==> config.mk <==
export PLATFORM = sky130hd
export DESIGN_NAME = change_dispenser_flat
export DESIGN_NICKNAME = d
export VERILOG_FILES = /design/src/rtl/change_dispenser_if.sv /design/src/rtl/change_dispenser.sv /design/src/flat_wrapper.sv
export SDC_FILE = /design/constraint.sdc
export NUM_CORES = 1
export LEC_CHECK = 0
export ABC_AREA = 1
export CAP_MARGIN = 20
export CORE_UTILIZATION = 55
export CTS_CLUSTER_DIAMETER = 100
export DETAILED_ROUTE_END_ITERATION = 12
export PLACE_DENSITY = 0.8
export SLEW_MARGIN = 15
export SYNTH_ARGS = -nofsm -noshare
export SYNTH_HDL_FRONTEND = slang
export SYNTH_SLANG_ARGS = --single-unit
==> constraint.sdc <==
create_clock -name clk -period 3.3 [get_ports clk]
set_clock_uncertainty 0.05 [all_clocks]
set_input_delay 0.66 -clock clk [delete_from_list [all_inputs] [get_ports clk]]
set_output_delay 0.66 -clock clk [all_outputs]
set_load 0.01 [all_outputs]
==> src/rtl/change_dispenser_if.sv <==
// change_dispenser_if: request/coin-chute/status bundle between the vending state logic and the change dispenser.
interface change_dispenser_if #(
    parameter int kNumCoins  = 3,
    parameter int kTotalBits = 31
);
    logic                  start_i;
    logic [kTotalBits-1:0] return_amount_i;
    logic                  coin_ready_i;
    logic [kNumCoins-1:0]  return_coin_o;
    logic                  busy_o;
    logic                  done_o;
    logic [kTotalBits-1:0] remainder_o;
    logic [7:0]            coin_count_o;

    modport slave (
        input  start_i, return_amount_i, coin_ready_i,
        output return_coin_o, busy_o, done_o, remainder_o, coin_count_o
    );

    modport master (
        output start_i, return_amount_i, coin_ready_i,
        input  return_coin_o, busy_o, done_o, remainder_o, coin_count_o
    );
endinterface

==> src/rtl/change_dispenser.sv <==
// change_dispenser: pays a returned balance as coins, largest first, one coin per ready cycle.
module change_dispenser #(
    parameter int kNumCoins   = 3,
    parameter int kTotalBits  = 31,
    parameter int COIN0_VALUE = 100,
    parameter int COIN1_VALUE = 500,
    parameter int COIN2_VALUE = 1000
) (
    input logic              clk,
    input logic              reset,
    change_dispenser_if.slave bus
);
    localparam int IdxW = (kNumCoins > 1) ? $clog2(kNumCoins) : 1;
    localparam logic [kTotalBits-1:0] COIN_VALUE [3] = '{
        kTotalBits'(COIN0_VALUE), kTotalBits'(COIN1_VALUE), kTotalBits'(COIN2_VALUE)
    };

    if (kNumCoins != 3 || COIN0_VALUE <= 0 || COIN1_VALUE <= COIN0_VALUE ||
        COIN2_VALUE <= COIN1_VALUE) begin : g_bad_params
        $error("change_dispenser: need 3 coins with positive, strictly ascending values");
    end

    typedef enum logic [1:0] {IDLE, DISPENSE, DONE} state_t;

    state_t                state_q, state_d;
    logic [kTotalBits-1:0] remaining_q, remaining_d;
    logic [kNumCoins-1:0]  coin_q, coin_d;
    logic [kTotalBits-1:0] remainder_q, remainder_d;
    logic [7:0]            count_q, count_d;
    logic                  found;
    logic [IdxW-1:0]       pick;

    // Values ascend, so the last coin that fits is the largest one.
    always_comb begin
        found = 1'b0;
        pick  = '0;
        for (int i = 0; i < kNumCoins; i++) begin
            if (COIN_VALUE[i] <= remaining_q) begin
                found = 1'b1;
                pick  = IdxW'(i);
            end
        end
    end

    always_comb begin
        state_d     = state_q;
        remaining_d = remaining_q;
        coin_d      = '0;
        remainder_d = remainder_q;
        count_d     = count_q;
        case (state_q)
            IDLE: begin
                if (bus.start_i) begin
                    remaining_d = bus.return_amount_i;
                    count_d     = '0;
                    remainder_d = '0;
                    state_d     = DISPENSE;
                end
            end
            DISPENSE: begin
                if (bus.coin_ready_i && found) begin
                    coin_d      = kNumCoins'(1) << pick;
                    remaining_d = remaining_q - COIN_VALUE[pick];
                    count_d     = (count_q == 8'hFF) ? count_q : count_q + 8'd1;
                end else if (bus.coin_ready_i) begin
                    remainder_d = remaining_q;
                    state_d     = DONE;
                end
            end
            DONE:    state_d = IDLE;
            default: state_d = IDLE;
        endcase
    end

    always_ff @(posedge clk or posedge reset) begin
        if (reset) begin
            state_q     <= IDLE;
            remaining_q <= '0;
            coin_q      <= '0;
            remainder_q <= '0;
            count_q     <= '0;
        end else begin
            state_q     <= state_d;
            remaining_q <= remaining_d;
            coin_q      <= coin_d;
            remainder_q <= remainder_d;
            count_q     <= count_d;
        end
    end

    assign bus.return_coin_o = coin_q;
    assign bus.busy_o        = (state_q != IDLE);
    assign bus.done_o        = (state_q == DONE);
    assign bus.remainder_o   = remainder_q;
    assign bus.coin_count_o  = count_q;
endmodule

==> src/flat_wrapper.sv <==
// flat-port wrapper written by rule: the top's interface ports become plain ports
module change_dispenser_flat 
#(
    parameter int kNumCoins   = 3,
    parameter int kTotalBits  = 31,
    parameter int COIN0_VALUE = 100,
    parameter int COIN1_VALUE = 500,
    parameter int COIN2_VALUE = 1000
)
  (clk, reset, bus_start_i, bus_return_amount_i, bus_coin_ready_i, bus_return_coin_o, bus_busy_o, bus_done_o, bus_remainder_o, bus_coin_count_o);
  change_dispenser_if #(.kNumCoins(kNumCoins), .kTotalBits(kTotalBits)) bus_i ();
  input logic clk;
  input logic reset;
  input wire logic [$bits(bus_i.start_i)-1:0] bus_start_i;
  input wire logic [$bits(bus_i.return_amount_i)-1:0] bus_return_amount_i;
  input wire logic [$bits(bus_i.coin_ready_i)-1:0] bus_coin_ready_i;
  output wire logic [$bits(bus_i.return_coin_o)-1:0] bus_return_coin_o;
  output wire logic [$bits(bus_i.busy_o)-1:0] bus_busy_o;
  output wire logic [$bits(bus_i.done_o)-1:0] bus_done_o;
  output wire logic [$bits(bus_i.remainder_o)-1:0] bus_remainder_o;
  output wire logic [$bits(bus_i.coin_count_o)-1:0] bus_coin_count_o;
  assign bus_i.start_i = bus_start_i;
  assign bus_i.return_amount_i = bus_return_amount_i;
  assign bus_i.coin_ready_i = bus_coin_ready_i;
  assign bus_return_coin_o = bus_i.return_coin_o;
  assign bus_busy_o = bus_i.busy_o;
  assign bus_done_o = bus_i.done_o;
  assign bus_remainder_o = bus_i.remainder_o;
  assign bus_coin_count_o = bus_i.coin_count_o;
  change_dispenser #(.kNumCoins(kNumCoins), .kTotalBits(kTotalBits), .COIN0_VALUE(COIN0_VALUE), .COIN1_VALUE(COIN1_VALUE), .COIN2_VALUE(COIN2_VALUE)) u_core (.clk(clk), .reset(reset), .bus(bus_i));
endmodule
==> results of run 1 <==
[flip-flops by register name, indices dropped and copies added (netlist names), named ones only]
name                      flops
u_core.state_q                2
u_core.bus.return_coin_o      3
u_core.bus.coin_count_o       8
u_core.bus.remainder_o       31
u_core.remaining_q           29
[cells by family (layout without fill, tap and decap cells)]
logic type	Yosys count	after routing	synth area share, %
compound gates	29	29	3.847
xor+xnor	4	4	0.7040
fa+ha+maj	9	9	2.263
buf+inv	123	209	10.49
flops	75	75	37.72
other cells	1	2	0.07536
simple gates	502	502	44.91
[worst max-delay path: stages, from the launching register on]
cell,delay (ns)
sky130_fd_sc_hd__dfrtp_1,0.42
sky130_fd_sc_hd__inv_1,0.13
sky130_fd_sc_hd__nand2_1,0.09
sky130_fd_sc_hd__nor2_1,0.18
sky130_fd_sc_hd__nand2_1,0.14
sky130_fd_sc_hd__nor2_2,0.15
sky130_fd_sc_hd__nand3_1,0.08
sky130_fd_sc_hd__nand3_1,0.18
sky130_fd_sc_hd__inv_1,0.09
sky130_fd_sc_hd__ha_1,0.33
sky130_fd_sc_hd__nand2_1,0.16
sky130_fd_sc_hd__inv_1,0.10
sky130_fd_sc_hd__a21oi_1,0.16
sky130_fd_sc_hd__nand2_1,0.15
sky130_fd_sc_hd__nand2_1,0.16
sky130_fd_sc_hd__nand3_1,0.12
sky130_fd_sc_hd__nand2_1,0.07
sky130_fd_sc_hd__nand3_1,0.06
sky130_fd_sc_hd__nand3_1,0.09
sky130_fd_sc_hd__nand2_1,0.06
[through the flow]
stage,setup slack (ns),hold slack (ns),util [%],TNS [ns],std cells
after global placement,0.2349,0.4119,67.00,0,922
final,0.2090,0.4437,70.06,0,938
after global routing,-0.007401,0.4648,70.06,-0.007401,938
after detailed placement,0.1628,0.4334,67.00,0,922
after floorplan,0.6800,0.3992,-,0,744
after CTS,0.1577,0.4454,69.56,0,938
[worst max path at each step]
stage / from / endpoint / cells after the start
4_1_cts: flop / u_core.remaining_q[10]$_DFFE_PP0P_ / 20
5_1_grt: u_core.remaining_q[28]$_DFFE_PP0P_ / u_core.remaining_q[13]$_DFFE_PP0P_ / 20
6_report: u_core.remaining_q[28]$_DFFE_PP0P_ / u_core.remaining_q[20]$_DFFE_PP0P_ / 19
2_1_floorplan: reset / async pin / 1
3_3_place_gp: u_core.remaining_q[13]$_DFFE_PP0P_ / u_core.remaining_q[10]$_DFFE_PP0P_ / 18
3_5_place_dp: u_core.remaining_q[13]$_DFFE_PP0P_ / u_core.remaining_q[10]$_DFFE_PP0P_ / 18
[where the power goes]
| part | switching (uW) | internal (uW) |
|---|---|---|
| registers | 261 | 1120 |
| logic | 1320 | 714 |
| clock network | 382 | 431 |
| total | 1960 | 2270 |
[final cells by class]
type | count | share of cell area [%]
clock buffers | 9 | 2.027
clock inverters | 7 | 1.618
inverters | 105 | 6.451
multi-input cells | 546 | 42.97
flip-flops and latches | 75 | 30.72
well taps | 108 | 2.212
repair buffers | 88 | 14.01
[per-layer routing]
metal  up-vias  global-route usage (%)  share of wire, %  wire (um)
met5         -                       0                 0          0
met4         0                   8.955               1.6        217
met3        22                   3.381               4.6        618
met2       152                   49.35                47       6329
met1      2327                   41.34                47       6270
li1       2505                       -                 -          -
[synth_stat cells]
master,n
sky130_fd_sc_hd__buf_8,2
sky130_fd_sc_hd__nand2_8,1
sky130_fd_sc_hd__clkbuf_1,8
sky130_fd_sc_hd__xnor2_1,4
sky130_fd_sc_hd__a21oi_2,2
sky130_fd_sc_hd__nand3_1,118
sky130_fd_sc_hd__o211ai_1,1
sky130_fd_sc_hd__buf_6,4
sky130_fd_sc_hd__ha_1,9
sky130_fd_sc_hd__nand2_2,3
sky130_fd_sc_hd__a31oi_1,1
sky130_fd_sc_hd__nor3b_1,1
sky130_fd_sc_hd__inv_2,5
sky130_fd_sc_hd__nand2_1,229
sky130_fd_sc_hd__buf_2,3
sky130_fd_sc_hd__a21boi_0,1
sky130_fd_sc_hd__nor3_1,13
sky130_fd_sc_hd__o21ai_2,8
sky130_fd_sc_hd__o21a_1,1
sky130_fd_sc_hd__dfrtp_1,75
sky130_fd_sc_hd__o21ai_0,5
sky130_fd_sc_hd__nor4_1,1
sky130_fd_sc_hd__buf_4,1
sky130_fd_sc_hd__or2_2,16
sky130_fd_sc_hd__nor2_1,85
sky130_fd_sc_hd__nand2_4,2
sky130_fd_sc_hd__nand3_4,1
sky130_fd_sc_hd__conb_1,1
sky130_fd_sc_hd__nand3_2,1
sky130_fd_sc_hd__nand4_1,13
sky130_fd_sc_hd__a21oi_1,10
sky130_fd_sc_hd__inv_1,100
sky130_fd_sc_hd__nand3b_1,3
sky130_fd_sc_hd__nor2_2,15
[what timing repair did]
item	4_1_cts	5_1_grt
endpoints found under the setup margin	0	21
buffers inserted	0	0
gates resized for setup	0	11
==> flow_summary_export.csv, run 1 <==
group,metric,value,unit
clocking,max-clock-path-buffers,2,
drt,wire_per_inst,14.32,um
clocking,clkLatencyLatePin,0.36,ns
sta,max_slew_margin,66.35,%
global_route,global_routing_usage_summed_across_all_routing_layers,29.86,%
cells_and_area,multiInputGateArea,2625,sq um
synth,synth_seq_area_share,37.72,%
cells_and_area,drive_above_1_share,10.84,%
drt,drc,0,
clocking,cts.clk_slew.worst_paths,0.09,ns
sta,final-max-slew-violation-count,0,
drt,drt_pre_antenna_iters,5,
worst_setup_path,worst-path-max-fanout,5,
global_route,via_count_of_the_first_global_routing_pass,4784,
run_status,status,"finished, final reports clean",
cells_and_area,final_net_count,869,
run,max_cap_viol_count,0,
clocking,cts.htree.levels,3,
drt,dr.first_iter.drc_count,366,
synth,synthDominantCellAreaShare,37.72,%
hold_path,worstHoldPathCells,2,
sta,timing.final.hold_violations,0,
clocking,tritoncts_buffer_count,9,
cells_and_area,most-common-layout-cells,"227 x sky130_fd_sc_hd__nand2_1, 115 x sky130_fd_sc_hd__nand3_1, 99 x sky130_fd_sc_hd__inv_1",
worst_setup_path,crit-reg2reg-capture,"u_core.remaining_q[20]$_DFFE_PP0P_",
worst_setup_path,setup.worst_path.class,"reg2reg",
worst_setup_path,worstSetupStartpointType,"flop",
cells_and_area,seq_area,1877,sq um
drt,detail_route.wirelength,13.44,mm
placement,hpwlAfterDp,9.929,mm
global_route,grt_pass1_wl,22.86,mm
worst_setup_path,timing.rr.start,"u_core.remaining_q[28]$_DFFE_PP0P_",
worst_setup_path,worst-endpoint-required,3.50,ns
cells_and_area,n_fill_cell,738,
synth,netlist_area,4976,sq um
sta,max_slew.worst_pin.slew,0.5047,ns
synth,synth-warning-count,0,
sta,final_period_minus_worst_setup_slack,3.091,ns
synth,synth_register_bits,75,
floorplanning,fp.dieH,97.12,um
sta,setup_viol,0,
worst_setup_path,reg2regPathDepth,19,
hold_path,start_point_of_the_worst_hold_path,"u_core.bus.remainder_o[20]$_DFFE_PP0P_",
drt,ant_nets,0,
floorplanning,starting_density,57.06,%
worst_setup_path,critPathArrivalTime,3.29,ns
cells_and_area,mostFrequentLayoutCell,"sky130_fd_sc_hd__nand2_1",
global_route,grt_remaining_overflow,0,
synth,cell_taking_the_most_area_after_synthesis,"sky130_fd_sc_hd__dfrtp_1",
synth,synth.avg_cell_area,6.697,sq um
clocking,tritoncts,"built",
hold_path,holdPathEnd,"u_core.bus.remainder_o[20]$_DFFE_PP0P_",
floorplanning,rows,34,
floorplanning,dieArea,9431,sq um
hold_path,hp-class,"reg2reg",
synth,synth.area.top_cells,"sky130_fd_sc_hd__dfrtp_1 38%, sky130_fd_sc_hd__nand2_1 17%, sky130_fd_sc_hd__nand3_1 12%, sky130_fd_sc_hd__inv_1 7.5%, sky130_fd_sc_hd__nor2_1 6.4%",
power_and_ir_drop,static-leakage-power,0.002988,uW
worst_setup_path,reg2reg_setup_slack,0.21,ns
cells_and_area,layout.cell_area.non_filler,6110,sq um
power_and_ir_drop,power.density,692.1,nW/um^2
floorplanning,die_width,97.12,um
global_route,antenna_violations_before_repair,0,
power_and_ir_drop,irDropWorstVdd,0.3762,mV
drt,vias,5006,
cells_and_area,ant_cells,0,
sta,achievable-frequency,323.5,MHz
clocking,clock-sinks,75,
placement,gp_routability_congestion,0.9733,
clocking,cts_hold_buf,0,
synth,syn_inst,743,
cells_and_area,area_growth_syn_to_layout,22.78,%
sta,final_min_period_over_clock_period,93.67,%
worst_setup_path,crit_path_end_kind,"flop",
clocking,cts-root-buf,"sky130_fd_sc_hd__clkbuf_8",
global_route,pin_count_of_the_biggest_net_entering_global_routing,48,
drt,via_per_inst,5.337,
synth,synth.distinct_cells,34,
floorplanning,core_area,8721,sq um
placement,placed_cell_area,5843,sq um
placement,port-buffer-count,78,
power_and_ir_drop,report.power.total,4229,uW
floorplanning,ios,79,
Power figures use the tool's default switching activity.
==> run 2, diff against run 1 <==
--- a/config.mk
+++ b/config.mk
@@ -15,3 +15,4 @@
 export SYNTH_ARGS = -nofsm -noshare
 export SYNTH_HDL_FRONTEND = slang
 export SYNTH_SLANG_ARGS = --single-unit
+export TNS_END_PERCENT = 100
==> results of run 2 <==
The final DEF is identical to that of run 1; final timing and power are the same.
==> run 3, diff against run 2 <==
--- a/config.mk
+++ b/config.mk
@@ -6,12 +6,11 @@
 export NUM_CORES = 1
 export LEC_CHECK = 0
 export ABC_AREA = 1
-export CAP_MARGIN = 20
 export CORE_UTILIZATION = 55
 export CTS_CLUSTER_DIAMETER = 100
 export DETAILED_ROUTE_END_ITERATION = 12
 export PLACE_DENSITY = 0.8
-export SLEW_MARGIN = 15
+export SLEW_MARGIN = 25
 export SYNTH_ARGS = -nofsm -noshare
 export SYNTH_HDL_FRONTEND = slang
 export SYNTH_SLANG_ARGS = --single-unit
==> results of run 3 <==
The final DEF is identical to that of run 1; final timing and power are the same.
